--- src/rtl/multu_seq_ctrl_if.sv ---
// Handshake/result bundle between the EX/ID pipeline control and the multu sequencer.
interface multu_seq_ctrl_if #(
    parameter int WIDTH = 32
);
    logic             multu_en;
    logic [WIDTH-1:0] op_a;
    logic [WIDTH-1:0] op_b;
    logic             hilo_rd;
    logic             stall;
    logic             busy;
    logic             done;
    logic [WIDTH-1:0] HI_q;
    logic [WIDTH-1:0] LO_q;

    modport master (
        output multu_en, op_a, op_b, hilo_rd,
        input  stall, busy, done, HI_q, LO_q
    );

    modport slave (
        input  multu_en, op_a, op_b, hilo_rd,
        output stall, busy, done, HI_q, LO_q
    );
endinterface

--- src/rtl/multu_seq_ctrl.sv ---
// Radix-2 shift-add unsigned multiply sequencer owning HI/LO, with pipeline
// stall generation for hazards on HI/LO and on the busy unit.
module multu_seq_ctrl #(
    parameter int WIDTH = 32
) (
    input  logic            clk,
    input  logic            rst_n,
    multu_seq_ctrl_if.slave bus
);
    localparam int CNT_W = (WIDTH > 1) ? $clog2(WIDTH) : 1;

    typedef enum logic [1:0] {
        IDLE  = 2'd0,
        RUN   = 2'd1,
        WRITE = 2'd2
    } state_t;

    state_t           state;
    state_t           next_state;
    logic [WIDTH-1:0] mcand;
    logic [WIDTH-1:0] mplier;
    logic [WIDTH:0]   acc;
    logic [WIDTH:0]   sum;
    logic [CNT_W-1:0] cnt;
    logic             last_step;
    logic [WIDTH-1:0] hi;
    logic [WIDTH-1:0] lo;
    logic             done_q;

    assign last_step = (cnt == CNT_W'(WIDTH - 1));

    always_ff @(posedge clk or negedge rst_n) begin
        if (!rst_n) begin
            state <= IDLE;
        end else begin
            state <= next_state;
        end
    end

    always_comb begin
        next_state = state;
        case (state)
            IDLE:    if (bus.multu_en) next_state = RUN;
            RUN:     if (last_step) next_state = WRITE;
            WRITE:   next_state = IDLE;
            default: next_state = IDLE;
        endcase
    end

    // acc carries one extra bit so mcand + acc never loses its carry.
    always_comb begin
        sum = acc;
        if (mplier[0]) begin
            sum = acc + {1'b0, mcand};
        end
    end

    always_ff @(posedge clk or negedge rst_n) begin
        if (!rst_n) begin
            mcand  <= '0;
            mplier <= '0;
            acc    <= '0;
            cnt    <= '0;
            hi     <= '0;
            lo     <= '0;
            done_q <= 1'b0;
        end else begin
            done_q <= (state == WRITE);
            case (state)
                IDLE: begin
                    if (bus.multu_en) begin
                        mcand  <= bus.op_a;
                        mplier <= bus.op_b;
                        acc    <= '0;
                        cnt    <= '0;
                    end
                end
                RUN: begin
                    {acc, mplier} <= {sum, mplier} >> 1;
                    cnt           <= cnt + 1'b1;
                end
                WRITE: begin
                    hi <= acc[WIDTH-1:0];
                    lo <= mplier;
                end
                default: ;
            endcase
        end
    end

    assign bus.busy  = (state != IDLE);
    assign bus.done  = done_q;
    assign bus.HI_q  = hi;
    assign bus.LO_q  = lo;
    assign bus.stall = (bus.hilo_rd & (bus.busy | bus.multu_en)) | (bus.multu_en & bus.busy);
endmodule

--- src/flat_wrapper.sv ---
// flat-port wrapper written by rule: the top's interface ports become plain ports
module multu_seq_ctrl_flat 
#(
    parameter int WIDTH = 32
)
  (clk, rst_n, bus_multu_en, bus_op_a, bus_op_b, bus_hilo_rd, bus_stall, bus_busy, bus_done, bus_HI_q, bus_LO_q);
  multu_seq_ctrl_if #(.WIDTH(WIDTH)) bus_i ();
  input  logic clk;
  input  logic rst_n;
  input wire logic [$bits(bus_i.multu_en)-1:0] bus_multu_en;
  input wire logic [$bits(bus_i.op_a)-1:0] bus_op_a;
  input wire logic [$bits(bus_i.op_b)-1:0] bus_op_b;
  input wire logic [$bits(bus_i.hilo_rd)-1:0] bus_hilo_rd;
  output wire logic [$bits(bus_i.stall)-1:0] bus_stall;
  output wire logic [$bits(bus_i.busy)-1:0] bus_busy;
  output wire logic [$bits(bus_i.done)-1:0] bus_done;
  output wire logic [$bits(bus_i.HI_q)-1:0] bus_HI_q;
  output wire logic [$bits(bus_i.LO_q)-1:0] bus_LO_q;
  assign bus_i.multu_en = bus_multu_en;
  assign bus_i.op_a = bus_op_a;
  assign bus_i.op_b = bus_op_b;
  assign bus_i.hilo_rd = bus_hilo_rd;
  assign bus_stall = bus_i.stall;
  assign bus_busy = bus_i.busy;
  assign bus_done = bus_i.done;
  assign bus_HI_q = bus_i.HI_q;
  assign bus_LO_q = bus_i.LO_q;
  multu_seq_ctrl #(.WIDTH(WIDTH)) u_core (.clk(clk), .rst_n(rst_n), .bus(bus_i));
endmodule
--- config.mk ---
export PLATFORM = sky130hd
export DESIGN_NAME = multu_seq_ctrl_flat
export DESIGN_NICKNAME = d
export VERILOG_FILES = /design/src/rtl/multu_seq_ctrl_if.sv /design/src/rtl/multu_seq_ctrl.sv /design/src/flat_wrapper.sv
export SDC_FILE = /design/constraint.sdc
export NUM_CORES = 1
export LEC_CHECK = 0
export BUFFER_PORTS_ARGS = -buffer_cell sky130_fd_sc_hd__buf_2
export CAP_MARGIN = 15
export CORE_UTILIZATION = 25
export CTS_CLUSTER_DIAMETER = 200
export DETAILED_ROUTE_END_ITERATION = 8
export PLACE_DENSITY_LB_ADDON = 0.2
export SKIP_LAST_GASP = 1
export SLEW_MARGIN = 20
export SYNTH_ARGS = -nofsm -noshare
export SYNTH_HDL_FRONTEND = slang
export SYNTH_SLANG_ARGS = --single-unit
--- constraint.sdc ---
create_clock -name clk -period 2.9 [get_ports clk]
set_input_delay 0.725 -clock clk [delete_from_list [all_inputs] [get_ports clk]]
set_output_delay 0.725 -clock clk [all_outputs]
set_load 0.02 [all_outputs]
# After elaboration in Yosys (flattened, before gate mapping)
# Cells that the tools add are included.
[classes]
addsub = 2
eq_ne = 5
n_mux = 10
bitwise_logic = 4
n_reduce_logical = 6
[ops]
columns = ["operator", "n"]
rows = [
  ["two-way mux 33 bit", 2],
  ["case mux 33 bit (2 select lines)", 1],
  ["case mux 32 bit (2 select lines)", 1],
  ["adder 33 x 32 -> 33 bit", 1],
  ["two-way mux 32 bit", 1],
  ["case mux 5 bit (2 select lines)", 1],
  ["AND reduction 2 bit", 3],
  ["adder 5 x 1 -> 5 bit (second input constant)", 1],
  ["equality test 5 bit (second input constant)", 1],
  ["two-way mux 5 bit", 1],
  ["two-way mux 2 bit", 2],
  ["case mux 2 bit (2 select lines)", 1],
  ["nonzero test 2 bit", 2],
  ["bitwise AND 1 bit", 2],
  ["equality test 2 x 1 -> 1 bit (second input constant)", 1],
  ["equality test 2 bit (second input constant)", 1],
  ["zero test 2 bit", 1],
  ["!= test 2 x 1 -> 1 bit (second input constant)", 1],
  ["!= test 2 bit (second input constant)", 1],
  ["bitwise OR 1 bit", 2],
]
[word_totals]
register_bits = 169
in_bits = 68
output_inout_bits = 67
wordCells = 35

# Logic depth before layout (Yosys ltp)
[depth]
ltp_word = 4
mapped_depth = 9
mapped_depth_nobuf = 9

# Least setup slack after synthesis
# OpenSTA, ideal clock, no wires.
[synth_timing]
path_type = "register -> register"
from = "register u_core.acc[0]"
to = "register u_core.acc[21]"
setup_ns = 0.083
t_arrival_ns = 2.377
required_ns = 2.817
setup_slack_ns = 0.440
path_stages_with_launch = 10
path_buffers = 0
synth_period_minus_slack_ns = 2.460
cell_sequence = "dfrtp_1 -> ha_1 -> fa_1 -> a21o_1 -> a221oi_2 -> o211ai_2 -> a31oi_4 -> a31oi_1 -> xnor2_1 -> o21ai_0"
[synth_via]
elab_chain_cells = 3
[synth_lines]
columns = ["item", "line_no", "text"]
rows = [
  ["start, declared", "multu_seq_ctrl.sv:22", "logic [WIDTH:0] acc;"],
  ["start signal, assigned", "multu_seq_ctrl.sv:79", "{acc, mplier} <= {sum, mplier} >> 1;"],
  ["adder 33 x 32 -> 33 bit", "multu_seq_ctrl.sv:54", "sum = acc + {1'b0, mcand};"],
  ["two-way mux 33 bit", "multu_seq_ctrl.sv:53", "if (mplier[0]) begin"],
  ["case mux 33 bit (2 select lines)", "multu_seq_ctrl.sv:69", "case (state)"],
]
# No other way between the ends.
# A chain may end at the register's enable or synchronous reset.

# Worst setup path after layout
# Ends and elaborated chain as after synthesis.

==> impl_metrics.json <==
{
  "critical_path_class": "reg -> reg",
  "cts_tree": "yes",
  "ys_seq_area_share_pct": 49.67,
  "synth-seq-cells": 168,
  "hold_ws_ps": 213.7,
  "hpwl_microns": 16210,
  "die_y_microns": 186.0,
  "grt_pass1_vias": 6599,
  "synth_ff_type": "dfrtp_1",
  "fin_crit_ps": 2669,
  "final.setup.worst_slack_ps": 231.2,
  "seqCellArea_sq_mm": 0.004204,
  "syn_area_per_cell_sq_um": 10.21,
  "core_area_sq_mm": 0.03345,
  "post_drt_wl_per_cell_microns": 16.45,
  "outcome": "finished, final reports clean",
  "wirelength_microns": 23180,
  "drv_cap": 0,
  "htree_levels": 4,
  "p_total_mw": 11.61,
  "num_vias": 6477,
  "cts_max_path_buffers": 2,
  "critPathBufInv": 0,
  "grtUsageTotal_pct": 13.96,
  "multi_input_area_sq_mm": 0.003991,
  "hp-class": "in -> async",
  "p_leak_nw": 4.657,
  "area_delta_synth_final_pct": 20.25,
  "setup_violations": 0,
  "path_max_fanout": 4,
  "max_stage_delay_ps": 410,
  "grt_setup_unrepaired": "false",
  "pwr_density_cell_mw_per_mm2": 1141,
  "cts_buffers": 17,
  "dieArea_sq_mm": 0.03460,
  "clkTransAtPathRegs_ps": 80,
  "synth_nets": 932,
  "finish.utilization_pct": 30.43,
  "drt_iter0_markers": 315,
  "clk_latency_ps": 440,
  "tightest_slew_ps": 663.4,
  "vias_per_cell": 4.597,
  "max_clock_freq_mhz": 374.7,
  "finalWeightedCongestion": 0.8203,
  "drc": 0,
  "n_antenna_cell": 0,
  "async_reset_ff_share_pct": 100.0,
  "drive_above_1_share_pct": 27.89,
  "critPathLaunchType": "flip-flop",
  "hold_buffers": 0,
  "num_rows": 67,
  "yosysUniqueCellTypes": 64,
  "overflow": 0,
  "cts_sinks": 168,
  "period_share_pct": 92.03,
  "hold_viol": 0,
  "clockRootBuffer": "clkbuf_16",
  "pin_count": 135,
  "crit_family": "compound AO/OA/AOI/OAI gates",
  "path_cells": "ha_1, fa_1, a21o_1, a221oi_4, o211ai_2, a31oi_4, a31oi_1, xnor2_1, o21ai_0",
  "antenna_found_initial": 0,
  "synth_edf_count": 0,
  "ant_nets": 0,
  "ir_drop_mv": 0.4932,
  "dieWidth_microns": 186.0,
  "pre_cts_slack_ps": 159.7,
  "worstSetupEndpointType": "flip-flop",
  "grt_max_degree": 56,
  "cp.arrival_ps": 3040,
  "syn_inst": 829,
  "skew_ps": 15.00,
  "nNetsFinal": 1053,
  "slowest_stage": "dfrtp_1",
  "fillers": 3582,
  "critPathRequiredTime_ps": 3270,
  "io_buffers": 134,
  "relSlewSlack_pct": 55.75,
  "setup-tns-final_ps": 0,
  "start_util_pct": 25.31,
  "grt_pass1_wl_microns": 37110,
  "finalMaxSlewViolations": 0,
  "syn-cell-area_sq_mm": 0.008464,
  "dr.pass1.iters": 6,
  "yosysWarnings": 0
}
-- registers in the layout, indices dropped and copies added, names as in the netlist --
signal	cells
u_core.acc	32
u_core.bus.HI_q	32
u_core.bus.LO_q	32
u_core.mcand	32
u_core.mplier	32
u_core.cnt	5
u_core.state	2
u_core.bus.done	1
-- cells by family after synthesis --
family,Yosys count,synth area share [%]
AO/OA/AOI/OAI,193,15.30
adder cells (fa/ha/maj),36,5.381
flip-flops,168,49.67
buffers and inverters,57,3.489
multiplexers,73,9.579
XOR/XNOR,23,2.380
AND/OR/NAND/NOR,279,14.21
-- cells in the final DEF, fill, tap and decap left out, types with 4 or more instances in the layout --
cell type and n:
nor2_1 74, o22ai_1 28, buf_4 15, mux2i_1 9
a21oi_1 39, nor3b_1 8, o21ai_0 46, xnor2_1 12
nor2b_1 4, ha_1 34, dfrtp_1 168, inv_6 6
xor2_1 11, buf_2 133, nand2_1 142, nand3_1 9
a21o_1 10, inv_1 7, o21bai_1 5, clkbuf_16 17
mux2_2 64, a31oi_1 13, and3_1 5, nand4_1 11
a22oi_1 17, o21a_1 5, nor3_1 8
-- where the power goes --
part / switching [mW] / leakage [nW] / internal, mW
registers: 0.670 / 1.98 / 3.12
clock network: 1.06 / 0.264 / 1.14
logic: 3.33 / 2.41 / 2.29
total: 5.06 / 4.66 / 6.55
-- final cells by class --
cell class / instances / share of cell area (%)
multi-input cells: 604 / 39.21
inverters: 7 / 0.2581
repair buffers: 152 / 8.347
flip-flops and latches: 168 / 41.30
well taps: 448 / 5.507
clock inverters: 12 / 1.057
clock buffers: 18 / 4.315
-- per-layer routing --
layer / track usage (%) / vias to the layer above / part of all wire (%)
li1: - / 3172 / -
met1: 19.53 / 3155 / 51
met2: 21.90 / 137 / 44
met3: 2.739 / 13 / 3.7
met4: 3.541 / 0 / 0.98
met5: 0 / - / 0
-- worst paths after layout --
path	start	end	slack [ps]	cells past startpoint
min in group clk	bus_op_a[22]	u_core.mcand[22]$_DFFE_PN0P_	470	3
max	u_core.acc[0]$_DFFE_PN0P_	u_core.acc[21]$_DFFE_PN0P_	230	9
max reg2reg	u_core.acc[0]$_DFFE_PN0P_	u_core.acc[21]$_DFFE_PN0P_	230	9
min	rst_n	u_core.mplier[5]$_DFFE_PN0P_	210	1
max in group asynchronous	rst_n	u_core.mplier[16]$_DFFE_PN0P_	1920	2
min reg2reg	u_core.mcand[0]$_DFFE_PN0P_	u_core.mcand[0]$_DFFE_PN0P_	480	2
-- synth_stat cells, types with 2 or more instances --
library cell	instances	area [sq um]
a31oi_1	13	81.33
nand2b_1	5	31.28
mux2i_1	9	90.09
o21ai_0	46	230.2
o22ai_1	28	175.2
xor2_1	11	96.34
buf_2	3	15.01
nor2b_1	4	25.02
and3_2	3	22.52
dfrtp_1	168	4204
and3_1	5	31.28
mux2_2	64	720.7
buf_1	7	26.28
a22o_1	3	26.28
a21o_2	2	17.52
a21oi_1	39	195.2
clkbuf_2	3	15.01
o31ai_4	2	42.54
nor2_1	75	281.5
o211ai_1	2	15.01
and2_1	3	18.77
nor3_1	8	40.04
nor3b_1	8	60.06
a211oi_1	3	22.52
ha_1	34	425.4
a22oi_1	17	127.6
clkbuf_1	28	105.1
clkbuf_8	5	68.82
o21a_1	5	37.54
xnor2_1	12	105.1
a211o_1	2	17.52
inv_1	7	26.28
nand4_1	11	68.82
nand3_1	9	45.04
a21o_1	10	75.07
nand2_1	143	536.8
o21bai_1	5	37.54
-- per-stage QoR --
stage | instances | instance area, sq um
2_1_floorplan | 829 | 8464
3_3_place_gp | 1379 | 9620
3_5_place_dp | 1379 | 9620
4_1_cts | 1409 | 10170
5_1_grt | 1409 | 10180
6_report | 1409 | 10180
-- repair_timing --
action                                  CTS  global route
resized for setup                         0             1
buffers inserted                          0             0
endpoints found under the setup margin    0             1
(Power assumes the default switching activity.)
